<file path="src/rtl/rv_hart_sched.sv">
// Barrel-thread scheduler: round-robin issue over active harts with a shadow pipeline
// that returns each issued hart id PIPE_DEPTH cycles later, never two in flight per hart.
module rv_hart_sched #(
    parameter int          PIPE_DEPTH = 4,
    parameter logic [7:0]  RESET_MASK = 8'h01
) (
    input  logic       clk,
    input  logic       rst_n,
    input  logic       en,
    input  logic       start_valid,
    input  logic [2:0] start_id,
    input  logic       stop_valid,
    input  logic [2:0] stop_id,
    output logic [2:0] hart_out,
    output logic       issue_valid,
    output logic [2:0] hart_in,
    output logic       commit_valid,
    output logic [7:0] active_mask,
    output logic       idle
);

    logic [PIPE_DEPTH:0] stg_valid;
    logic [2:0]          stg_id [0:PIPE_DEPTH];
    logic [2:0]          last_ptr;
    logic [7:0]          mask;
    logic [7:0]          inflight;
    logic [7:0]          eligible;
    logic [7:0]          start_onehot;
    logic [7:0]          stop_onehot;
    logic                sel_found;
    logic [2:0]          sel_id;
    logic [2:0]          cand;

    // The last stage is left out: its PC write lands on the same edge as a new issue.
    always_comb begin
        inflight = '0;
        for (int k = 0; k < PIPE_DEPTH; k++) begin
            if (stg_valid[k]) inflight[stg_id[k]] = 1'b1;
        end
    end

    assign eligible     = mask & ~inflight;
    assign start_onehot = start_valid ? (8'h01 << start_id) : 8'h00;
    assign stop_onehot  = stop_valid  ? (8'h01 << stop_id)  : 8'h00;

    always_comb begin
        sel_found = 1'b0;
        sel_id    = 3'd0;
        cand      = 3'd0;
        for (int i = 1; i <= 8; i++) begin
            cand = last_ptr + 3'(i);
            if (!sel_found && eligible[cand]) begin
                sel_found = 1'b1;
                sel_id    = cand;
            end
        end
    end

    // The mask tracks start/stop strobes even while the pipeline is frozen.
    always_ff @(posedge clk or negedge rst_n) begin
        if (!rst_n) begin
            stg_valid <= '0;
            for (int k = 0; k <= PIPE_DEPTH; k++) stg_id[k] <= 3'd0;
            last_ptr  <= 3'd7;
            mask      <= RESET_MASK;
        end else begin
            mask <= (mask | start_onehot) & ~stop_onehot;
            if (en) begin
                stg_valid <= {stg_valid[PIPE_DEPTH-1:0], sel_found};
                for (int k = 1; k <= PIPE_DEPTH; k++) stg_id[k] <= stg_id[k-1];
                stg_id[0] <= sel_id;
                if (sel_found) last_ptr <= sel_id;
            end
        end
    end

    assign hart_out     = stg_id[0];
    assign issue_valid  = stg_valid[0];
    assign hart_in      = stg_id[PIPE_DEPTH];
    assign commit_valid = stg_valid[PIPE_DEPTH];
    assign active_mask  = mask;
    assign idle         = (mask == 8'h00) && !(|stg_valid);

endmodule

</file>
<file path="config.mk">
export PLATFORM = sky130hd
export DESIGN_NAME = rv_hart_sched
export DESIGN_NICKNAME = d
export VERILOG_FILES = /design/src/rtl/rv_hart_sched.sv
export SDC_FILE = /design/constraint.sdc
export NUM_CORES = 1
export LEC_CHECK = 0
export BUFFER_PORTS_ARGS = -buffer_cell sky130_fd_sc_hd__buf_2
export CAP_MARGIN = 20
export CORE_MARGIN = 8
export CORE_UTILIZATION = 54
export CTS_CLUSTER_SIZE = 8
export DETAILED_ROUTE_END_ITERATION = 10
export GPL_TIMING_DRIVEN = 0
export PLACE_DENSITY = 0.77
export SYNTH_ARGS = -nofsm -noshare
export SYNTH_HDL_FRONTEND = slang
export SYNTH_SLANG_ARGS = --single-unit
</file>
<file path="constraint.sdc">
create_clock -name clk -period 3.3 [get_ports clk]
set_input_delay 0.825 -clock clk [delete_from_list [all_inputs] [get_ports clk]]
set_output_delay 0.825 -clock clk [all_outputs]
set_load 0.02 [all_outputs]
</file>
==> out/results.tsv <==
metric	value	unit
htree_levels	2	
hp-class	reg -> reg	
crit_end	hart_out[1]$_DFFE_PN0P_	
regToRegSetupSlack	-0.05	ns
relSlewSlack	54.1	%
grt_pass1_vias	2838	
synthFlopType	dfrtp_1	
cts_sinks	31	
setup_viol	2	
num_vias	2909	
synth-seq-cells	31	
critPathKind	reg -> reg	
fin_skew	0.00345	ns
end_kind	flop	
ant_nets	0	
synthesis.nets	330	
drt_iter0_markers	249	
violations	setup timing	
nets	372	
seq_area_frac_synth	26.9	%
reg2reg_depth	11	
vias_per_cell	6.77	
hold_violations	0	
grt_max_degree	32	
r2r_start	stg_id[5]$_DFFE_PN0P_	
fillers	424	
critPathBufInv	2	
rsz0062_at_grt	yes	
slew_viol_final	0	
hold_buffers	0	
area_growth	22.8	%
ys_types	63	
portBuffers	26	
initial_utilization	56.6	%
cts_tree	built	
cp_data_required_time	3.44	ns
status	finished with violations	
clk-insertion-delay-late	0.28	ns
cp.arrival	3.49	ns
drt_wl_total	8.61	mm
tightest_slew	0.689	ns
die_h	89.4	um
crit_chain	buf_6 > or4b_4 > and2_4 > and2_4 > mux2_4 > mux4_2 > o22a_4 > nor4b_4 > buf_4 > and3_4 > o32ai_2	
grt_antenna_before_repair	0	
crit_family	simple AND/OR/NAND/NOR gates	
r2r_end	hart_out[1]$_DFFE_PN0P_	
whs	0.508	ns
synthesis.area	2910	um2
avgSynthCellArea	9.17	um2
crit_start	stg_id[5]$_DFFE_PN0P_	
place_ws	-0.391	ns
drc_errors	0	
ys_warn_count	0	
start_kind	flop	
io_pins	28	
min_period	3.35	ns
antennaDiodeCount	0	
clk_path_buf_depth	2	
drive_gt1_share	43.1	%
fin_ws	-0.0482	ns
cp_num_cells	11	
grt_util_all_layers	22.0	%
first_pass_iters	5	
slowest_stage	or4b_4	
clock.fmax	299	MHz
grt_pass1_wl	13.9	mm
synth_edf_count	0	
fp.dieArea	7990	um2
clk_pin_slew	0.07	ns
std_cell_rows	26	
slowest_delay	0.53	ns
worstPathMaxFanout	7	
synthCells	317	
hpwl	6.18	mm
cts_root_buffer	clkbuf_8	
maxCapViolCount	0	
crit_top_cell	and2_4	
place_congestion	0.925	
die-width	89.4	um
numCtsBuffers	5	
min_period_over_period	101	%
grt_overflow	0	
wl_per_cell	20.0	um
async_flop_share	100	%
coreArea	5140	um2
[state kept, by name, indices dropped and copies added, names as in the netlist]
register / cells
active_mask: 8
last_ptr: 3
hart_in: 3
hart_out: 3
stg_id: 9
stg_valid: 5
[logic make-up after synthesis]
kind of cell	share of synthesized area (%)
XOR/XNOR	1.21
AO/OA/AOI/OAI	20.2
multiplexers	18.2
adder cells (fa/ha/maj)	0.860
AND/OR/NAND/NOR	25.3
flip-flops	26.9
buffers and inverters	7.49
[layout make-up]
| type | instances | area (um2) | share of cell area (%) |
|---|---|---|---|
| Tap cell | 70 | 87.6 | 2.45 |
| Timing Repair Buffer | 48 | 295 | 8.27 |
| Buffer | 23 | 175 | 4.91 |
| Clock buffer | 8 | 100 | 2.80 |
| Inverter | 10 | 41.3 | 1.16 |
| Multi-Input combinational cell | 240 | 2080 | 58.3 |
| Sequential cell | 31 | 790 | 22.1 |
[Yosys cell counts (all sizes together) (2+ instances only)]
cell type | number | share of area, %
and2 | 11 | 2.4
nor2b | 8 | 1.7
o221a | 3 | 1.2
nand2 | 16 | 2.1
ha | 2 | 0.86
mux2i | 10 | 3.4
and3 | 5 | 1.1
nand4b | 11 | 3.3
nor4b | 4 | 1.7
nand2b | 2 | 0.43
a21oi | 12 | 2.1
dfstp | 4 | 3.6
xnor2 | 2 | 0.60
nor4 | 2 | 0.43
a311o | 2 | 0.69
a41oi | 3 | 0.90
o22a | 2 | 0.90
mux2 | 20 | 7.7
nor3 | 11 | 1.9
a311oi | 2 | 0.60
a22oi | 8 | 2.1
buf | 17 | 3.7
a222oi | 3 | 1.0
o21ai | 5 | 0.86
o22ai | 7 | 1.5
a31oi | 11 | 2.4
and4 | 3 | 0.90
o211ai | 4 | 1.0
clkbuf | 19 | 2.5
inv | 10 | 1.3
mux4 | 9 | 7.0
or2 | 3 | 0.65
nand4 | 5 | 1.1
xor2 | 2 | 0.60
dfrtp | 27 | 23
a21o | 3 | 0.77
o31a | 2 | 0.60
nor2 | 17 | 2.2
nor4bb | 8 | 2.8
nand3 | 5 | 0.86
[cell usage in the layout (no fill, tap or decap), drive strengths merged, types with 3 or more instances in the layout]
cell type	count
buf	62
dfrtp	27
mux2	20
nor2	17
clkbuf	17
nand2	16
a21oi	12
nand4b	11
a31oi	11
nor3	11
and2	11
mux2i	10
mux4	9
inv	9
nor2b	8
a22oi	8
nor4bb	8
o22ai	7
nand4	5
o21ai	5
nand3	5
and3	5
o211ai	4
dfstp	4
nor4b	4
a41oi	3
a21o	3
a222oi	3
o221a	3
and4	3
or2	3
[routing by layer]
| metal | GRT usage (%) | up-vias | routed length, um |
|---|---|---|---|
| met5 | 0 | - | 0 |
| met4 | 6.50 | 0 | 200 |
| met3 | 4.69 | 26 | 703 |
| met2 | 34.9 | 169 | 4020 |
| met1 | 29.2 | 1397 | 3690 |
| li1 | - | 1317 | - |
[worst min path at each step]
stage,start,to,cells after the start
finish,hart_in[2]$_DFFE_PN0P_,hart_in[2]$_DFFE_PN0P_,1
global route,hart_in[1]$_DFFE_PN0P_,hart_in[1]$_DFFE_PN0P_,1
CTS,hart_in[2]$_DFFE_PN0P_,hart_in[2]$_DFFE_PN0P_,1
detailed placement,hart_in[2]$_DFFE_PN0P_,hart_in[2]$_DFFE_PN0P_,1
global placement,hart_in[2]$_DFFE_PN0P_,hart_in[2]$_DFFE_PN0P_,1
floorplan,hart_in[0]$_DFFE_PN0P_,hart_in[0]$_DFFE_PN0P_,1
[what timing repair did]
action	CTS	global route
setup endpoints to repair	7	7
pin swaps	9	7
buffers inserted	12	10
gates resized for setup	22	51
[metrics by stage]
stage	util, %	cell area, um2	std cells	TNS, ns
CTS	65.3	3360	421	0
global route	69.5	3570	430	-0.373
finish	69.5	3570	430	-0.0601
detailed placement	61.2	3150	413	-1.84
global placement	61.2	3150	413	-1.43
floorplan	-	2930	317	0
Power is left out: the tool's default activity adds up to more than one toggle a clock period on the data nets, which glitch-free logic cannot reach.
